<file path="src/rtl/bypass_rd_rsp_scheduler_pkg.sv">
// Shared constants and the read-command descriptor for the bypass read-response scheduler.
package bypass_rd_rsp_scheduler_pkg;

  localparam int AXI_NET_BITS = 64;
  localparam int N_REGIONS    = 4;
  localparam int VFID_BITS    = 4;

  // Read command from the network stack; vfid selects the owning region.
  typedef struct packed {
    logic [VFID_BITS-1:0] vfid;
    logic [5:0]           pid;
    logic [31:0]          vaddr;
    logic [19:0]          len;
    logic                 last;
  } req_t;

endpackage

</file>
<file path="src/rtl/bypass_vfid_fifo.sv">
// Order FIFO remembering which region owns each outstanding read response.
// The head is a register, so an entry becomes visible the cycle after its push.
module bypass_vfid_fifo #(
  parameter int DEPTH = 16,
  parameter int WIDTH = 2
) (
  input  logic                   aclk,
  input  logic                   aresetn,
  input  logic                   push,
  input  logic [WIDTH-1:0]       push_data,
  input  logic                   pop,
  output logic [WIDTH-1:0]       head,
  output logic                   head_valid,
  output logic                   full,
  output logic [$clog2(DEPTH):0] count
);

  localparam int PW = $clog2(DEPTH);
  localparam int CW = PW + 1;

  logic [WIDTH-1:0] mem [DEPTH];
  logic [PW-1:0]    rd_ptr_reg, wr_ptr_reg, rd_ptr_next;
  logic [CW-1:0]    count_reg, count_next;
  logic [WIDTH-1:0] head_reg, head_next;
  logic             head_valid_reg;
  logic             push_ok, pop_ok;

  assign full    = (count_reg == CW'(DEPTH));
  assign push_ok = push && !full;
  assign pop_ok  = pop && head_valid_reg;

  // Next head: the entry behind the (possibly advanced) read pointer, or the
  // word being written this cycle when it lands exactly at the new head.
  always_comb begin
    rd_ptr_next = rd_ptr_reg + PW'(pop_ok);
    count_next  = count_reg + CW'(push_ok) - CW'(pop_ok);
    head_next   = mem[rd_ptr_next];
    if (push_ok && (wr_ptr_reg == rd_ptr_next)) begin
      head_next = push_data;
    end
  end

  // Storage array; contents need no reset since occupancy guards every read.
  always_ff @(posedge aclk) begin
    if (push_ok) begin
      mem[wr_ptr_reg] <= push_data;
    end
  end

  // Pointers, occupancy and registered head.
  always_ff @(posedge aclk) begin
    if (!aresetn) begin
      rd_ptr_reg     <= '0;
      wr_ptr_reg     <= '0;
      count_reg      <= '0;
      head_reg       <= '0;
      head_valid_reg <= 1'b0;
    end else begin
      rd_ptr_reg     <= rd_ptr_next;
      wr_ptr_reg     <= wr_ptr_reg + PW'(push_ok);
      count_reg      <= count_next;
      head_reg       <= head_next;
      head_valid_reg <= (count_next != '0);
    end
  end

  assign head       = head_reg;
  assign head_valid = head_valid_reg;
  assign count      = count_reg;

endmodule

</file>
<file path="src/rtl/bypass_rd_rsp_scheduler.sv">
// Dispatches bypass read commands to their region and merges the per-region
// read responses back in command order, with zero added latency on both paths.
module bypass_rd_rsp_scheduler
  import bypass_rd_rsp_scheduler_pkg::*;
#(
  parameter int N_REGIONS   = bypass_rd_rsp_scheduler_pkg::N_REGIONS,
  parameter int ORDER_DEPTH = 16
) (
  input  logic                      aclk,
  input  logic                      aresetn,
  input  logic                      s_bypass_rq_rd_valid,
  output logic                      s_bypass_rq_rd_ready,
  input  req_t                      s_bypass_rq_rd_data,
  output logic [N_REGIONS-1:0]      m_bypass_rq_rd_valid,
  input  logic [N_REGIONS-1:0]      m_bypass_rq_rd_ready,
  output req_t                      m_bypass_rq_rd_data [N_REGIONS],
  input  logic [N_REGIONS-1:0]      s_axis_rd_rsp_tvalid,
  output logic [N_REGIONS-1:0]      s_axis_rd_rsp_tready,
  input  logic [AXI_NET_BITS-1:0]   s_axis_rd_rsp_tdata [N_REGIONS],
  input  logic [AXI_NET_BITS/8-1:0] s_axis_rd_rsp_tkeep [N_REGIONS],
  input  logic [N_REGIONS-1:0]      s_axis_rd_rsp_tlast,
  output logic                      m_axis_rd_rsp_tvalid,
  input  logic                      m_axis_rd_rsp_tready,
  output logic [AXI_NET_BITS-1:0]   m_axis_rd_rsp_tdata,
  output logic [AXI_NET_BITS/8-1:0] m_axis_rd_rsp_tkeep,
  output logic                      m_axis_rd_rsp_tlast,
  output logic [$clog2(ORDER_DEPTH):0] order_occ,
  output logic [31:0]               err_cnt,
  output logic [15:0]               beat_cnt
);

  localparam int RB = (N_REGIONS > 1) ? $clog2(N_REGIONS) : 1;

  logic [VFID_BITS-1:0]  cmd_vfid;
  logic                  cmd_in_range, tgt_ready, cmd_fire, push, fifo_full;
  logic [RB-1:0]         head;
  logic                  head_valid, rsp_active, beat, pop;
  logic                  sel_tvalid, sel_tlast;
  logic [AXI_NET_BITS-1:0]   sel_tdata;
  logic [AXI_NET_BITS/8-1:0] sel_tkeep;
  logic [31:0]           err_cnt_reg;
  logic [15:0]           beat_cnt_reg;

  assign cmd_vfid     = s_bypass_rq_rd_data.vfid;
  assign cmd_in_range = (32'(cmd_vfid) < 32'(N_REGIONS));

  // Ready of the addressed region; out-of-range commands are simply swallowed.
  always_comb begin
    tgt_ready = !cmd_in_range;
    for (int i = 0; i < N_REGIONS; i++) begin
      if (cmd_vfid == VFID_BITS'(i)) begin
        tgt_ready = m_bypass_rq_rd_ready[i];
      end
    end
  end

  // A full order FIFO blocks dispatch even when a pop happens the same cycle.
  assign s_bypass_rq_rd_ready = aresetn && !fifo_full && tgt_ready;
  assign cmd_fire             = s_bypass_rq_rd_valid && s_bypass_rq_rd_ready;
  assign push                 = cmd_fire && cmd_in_range;

  generate
    for (genvar gi = 0; gi < N_REGIONS; gi++) begin : g_dispatch
      assign m_bypass_rq_rd_valid[gi] = aresetn && s_bypass_rq_rd_valid && !fifo_full &&
                                        (cmd_vfid == VFID_BITS'(gi));
      assign m_bypass_rq_rd_data[gi]  = s_bypass_rq_rd_data;
    end
  endgenerate

  bypass_vfid_fifo #(
    .DEPTH (ORDER_DEPTH),
    .WIDTH (RB)
  ) u_order_fifo (
    .aclk       (aclk),
    .aresetn    (aresetn),
    .push       (push),
    .push_data  (RB'(cmd_vfid)),
    .pop        (pop),
    .head       (head),
    .head_valid (head_valid),
    .full       (fifo_full),
    .count      (order_occ)
  );

  assign rsp_active = aresetn && head_valid;

  // Response mux: forward the beat of the region at the head of the order FIFO.
  always_comb begin
    sel_tvalid = 1'b0;
    sel_tdata  = '0;
    sel_tkeep  = '0;
    sel_tlast  = 1'b0;
    for (int i = 0; i < N_REGIONS; i++) begin
      if (head == RB'(i)) begin
        sel_tvalid = s_axis_rd_rsp_tvalid[i];
        sel_tdata  = s_axis_rd_rsp_tdata[i];
        sel_tkeep  = s_axis_rd_rsp_tkeep[i];
        sel_tlast  = s_axis_rd_rsp_tlast[i];
      end
    end
  end

  generate
    for (genvar gi = 0; gi < N_REGIONS; gi++) begin : g_rsp_ready
      assign s_axis_rd_rsp_tready[gi] = rsp_active && (head == RB'(gi)) && m_axis_rd_rsp_tready;
    end
  endgenerate

  assign m_axis_rd_rsp_tvalid = rsp_active && sel_tvalid;
  assign m_axis_rd_rsp_tdata  = sel_tdata;
  assign m_axis_rd_rsp_tkeep  = sel_tkeep;
  assign m_axis_rd_rsp_tlast  = sel_tlast;

  assign beat = m_axis_rd_rsp_tvalid && m_axis_rd_rsp_tready;
  assign pop  = beat && sel_tlast;

  // Discarded-command counter (saturating) and beat position within the response.
  always_ff @(posedge aclk) begin
    if (!aresetn) begin
      err_cnt_reg  <= '0;
      beat_cnt_reg <= '0;
    end else begin
      if (cmd_fire && !cmd_in_range && (err_cnt_reg != 32'hFFFF_FFFF)) begin
        err_cnt_reg <= err_cnt_reg + 32'd1;
      end
      if (pop) begin
        beat_cnt_reg <= '0;
      end else if (beat) begin
        beat_cnt_reg <= beat_cnt_reg + 16'd1;
      end
    end
  end

  assign err_cnt  = err_cnt_reg;
  assign beat_cnt = beat_cnt_reg;

endmodule
</file>
<file path="config.mk">
export PLATFORM = sky130hd
export DESIGN_NAME = bypass_rd_rsp_scheduler
export DESIGN_NICKNAME = d
export VERILOG_FILES = /design/src/rtl/bypass_rd_rsp_scheduler_pkg.sv /design/src/rtl/bypass_vfid_fifo.sv /design/src/rtl/bypass_rd_rsp_scheduler.sv
export SDC_FILE = /design/constraint.sdc
export NUM_CORES = 1
export LEC_CHECK = 0
export BUFFER_PORTS_ARGS = -buffer_cell sky130_fd_sc_hd__buf_2
export CAP_MARGIN = 10
export CORE_AREA = 2 2 293 295
export DETAILED_ROUTE_END_ITERATION = 6
export DIE_AREA = 0 0 295 297
export GPL_TIMING_DRIVEN = 0
export SYNTH_ARGS = -nofsm -noshare
export SYNTH_HDL_FRONTEND = slang
export SYNTH_HIERARCHICAL = 1
export SYNTH_SLANG_ARGS = --single-unit
</file>
<file path="constraint.sdc">
create_clock -name aclk -period 5 [get_ports aclk]
set_input_delay 1.5 -clock aclk [delete_from_list [all_inputs] [get_ports aclk]]
set_output_delay 1.5 -clock aclk [all_outputs]
set_load 0.03 [all_outputs]
</file>
==> out/results.txt <==
Status - finished, final reports clean
Mapped Area - 0.00837 mm2
Critical Path Start - aresetn
First drt pass iteration count - 5
#FFs+latches synth - 96
Clock network power share - 0.254
Clock transition at path regs - 0.07 ns
Area Overhead vs Synth - 63.6%
All-Layer GR Usage - 0.141
P_int - 1.67 mW
Synth Net Count - 1173
Nature of the critical path startpoint - input pin
Clk sink count - 96
Synth async-reset ratio - 0
Yosys Warn Count - 6
Die height - 297 um
Min Hold Slack - 0.487 ns
Leakage - 6.28 nW
Seq/Total Area, Yosys - 0.268
Initial antenna violation count - 75
Min-Delay Path Class - register to register
Final nets - 1881
FF-to-FF Start - u_order_fifo/count[3]$_SDFF_PN0_
Antenna viol nets, final - 0
Dpl hpwl - 59300 um
Clock Skews - 0.0148 ns
Wire length of the first global-routing pass - 81700 um
Max Cap Viol - 0
Synthesized instance count - 793
Drt initial violations - 499
Critical Path Sink Type - output port
Sequential share of power - 0.295
DRC errors left - 0
Final period util - 0.957
Largest net degree at the start of global routing - 26
Total I/O pin count - 755
Total number of vias - 9181
Core area - 0.0845 mm2
Post-Route WL - 64800 um
H-tree depth - 3
Sw frac - 0.412
Vias in the first global route - 8584
Peak Freq - 209 MHz
Worst skew pair latency - 0.37 ns
Post-route setup slack - 0.216 ns
Post-synthesis average cell area - 10.5 um2
Worst Setup EP - m_bypass_rq_rd_valid[2]
Ratio of cells with drive above 1 in the final layout - 0.721
Comb power frac - 0.451
CTS Buf Count - 9
Reg2reg end - u_order_fifo/head_valid$_SDFF_PN0_
Post-synth cell types - 60
Port Buffers - 695
CTS tree - yes
Unrepaired setup endpoints after global routing - false
# rows - 107
VDD IR-drop max - 0.000214 V
Final Hold Viols - 0
Root Buffer - clkbuf_16
Top_reg_cell synth - dfxtp_1
DP Worst Slack - -0.240 ns
Critical setup path kind - input pin to output port
Worst endpoint required time - 3.50 ns
Die area - 0.0876 mm2
Slew at the pin closest to its max-slew limit - 1.00 ns
Initial core utilization - 0.0990
Worst EP arrival - 3.28 ns
Crit-path max FO - 13
WL per Instance - 24.2 um
Die width - 295 um
R2R depth - 14
Routability cong. - 0.891
Remaining Overflow, GRT - 0
Minimum clock period - 4.78 ns
Via/cell ratio - 3.43
Final setup fails - 0
Number of flops mapped to enable cells by yosys - 32
Sw Pwr - 1.17 mW
Clock buffer depth - 2
Slew headroom - 0.331
PwrDens - 208 mW/mm2
R2R Setup Slk - 1.42 ns
Slew Limit Fails - 0
==> routing by layer <==
metal  vias to the layer above  GRT usage  wire length (um)
li1                       4101          -                 -
met1                      4311      0.176             26300
met2                       570      0.206             26600
met3                       153     0.0699              8600
met4                        46     0.0554              3020
met5                         -          0               302
==> synth_stat cells (all sizes together) (3+ instances only) <==
cell    number  area [um2]
and4         3        26.3
nand2b       8        50.1
nor2        36         135
mux2i       11         110
o31ai       10        88.8
inv         15        56.3
mux4        83        1870
and2        15        95.1
nand2       34         128
and3         9        57.6
o31a         6        52.6
ha          12         150
a21oi       19        95.1
or3         11        70.1
edfxtp      32         961
nor3        17        96.4
nand3b       3        22.5
dfxtp       64        1280
nor4        14         113
clkbuf      16        60.1
nand3       22         123
xnor2       16         140
or4         11        87.6
o21a         3        22.5
xor2        11         115
buf        270        2000
o21ai        9        45.0
nand4       15         115
==> area by class of cell <==
type                    instances  area [um2]
inverters                      16        60.1
fillers                      9583       70800
plain buffers                 286        2060
clock buffers                   9         225
multi-input cells             395        4010
well taps                    1144        1430
repair buffers                697        3520
clock inverters                 7        76.3
diodes                         26        65.1
flip-flops and latches         96        2240
==> through the flow <==
| stage | util | instances | setup TNS [ns] | total power [mW] | area [um2] |
|---|---|---|---|---|---|
| after detailed placement | 0.158 | 2634 | -0.348 | 2.15 | 13300 |
| after CTS | 0.161 | 2650 | 0 | 2.87 | 13600 |
| final | 0.162 | 2676 | 0 | 2.84 | 13700 |
| after global placement | 0.157 | 2632 | -2.16 | 2.14 | 13300 |
| after floorplan | - | 793 | 0 | 1.65 | 8370 |
| after global routing | 0.162 | 2662 | 0 | 2.96 | 13700 |
==> how the worst min path moves through the flow <==
stage | startpoint | endpoint | slack [ns] | cells after the start
floorplan | u_order_fifo/wr_ptr_reg[1]$_SDFF_PN0_ | u_order_fifo/wr_ptr_reg[3]$_SDFF_PN0_ | 0.58 | 3
global placement | err_cnt[17]$_SDFFE_PN0P_ | err_cnt[17]$_SDFFE_PN0P_ | 0.47 | 2
detailed placement | err_cnt[17]$_SDFFE_PN0P_ | err_cnt[17]$_SDFFE_PN0P_ | 0.48 | 2
CTS | err_cnt[17]$_SDFFE_PN0P_ | err_cnt[17]$_SDFFE_PN0P_ | 0.49 | 2
global route | beat_cnt[1]$_SDFFE_PP0P_ | beat_cnt[1]$_SDFFE_PP0P_ | 0.53 | 2
finish | err_cnt[17]$_SDFFE_PN0P_ | err_cnt[17]$_SDFFE_PN0P_ | 0.49 | 2
==> timing repair <==
item | CTS | global route
endpoints found under the setup margin | 29 | 0
setup buffers | 0 | 0
gates resized for setup | 2 | 0
hold buffers | 0 | 0
==> critical path: stages <==
cell	delay [ns]
buf_2	0.29
clkinv_1	0.43
nor2_2	0.38
nand3_1	0.24
nor3_1	0.20
buf_2	0.23
==> logic make-up after synthesis <==
kind of cell | after synthesis | synth area share
muxes | 96 | 0.239
AOI/OAI and AO/OA | 57 | 0.0491
DFF | 96 | 0.268
buffers and inverters | 302 | 0.253
xor gates and xnor gates | 28 | 0.0332
adders and majority gates | 13 | 0.0203
and+or+nand+nor | 201 | 0.137
==> power by group through the flow <==
stage          clock network, mW  registers [mW]  logic (mW)
2_1_floorplan                  0           0.867       0.788
3_3_place_gp                   0           0.856        1.28
4_1_cts                    0.736           0.838        1.30
5_1_grt                    0.765           0.840        1.35
6_report                   0.723           0.838        1.28
3_5_place_dp                   0           0.856        1.30
==> layout by cell type, fill, tap and decap left out, types with 15 or more instances in the layout <==
cell	count
a21oi_1	19
mux4_2	83
nor2_1	35
inv_1	15
nand3_1	21
clkbuf_1	15
nand2_1	34
nor3_1	16
diode_2	26
buf_2	704
buf_4	255
dfxtp_1	64
edfxtp_1	32
xnor2_1	16
Power figures use the tool's default switching activity.
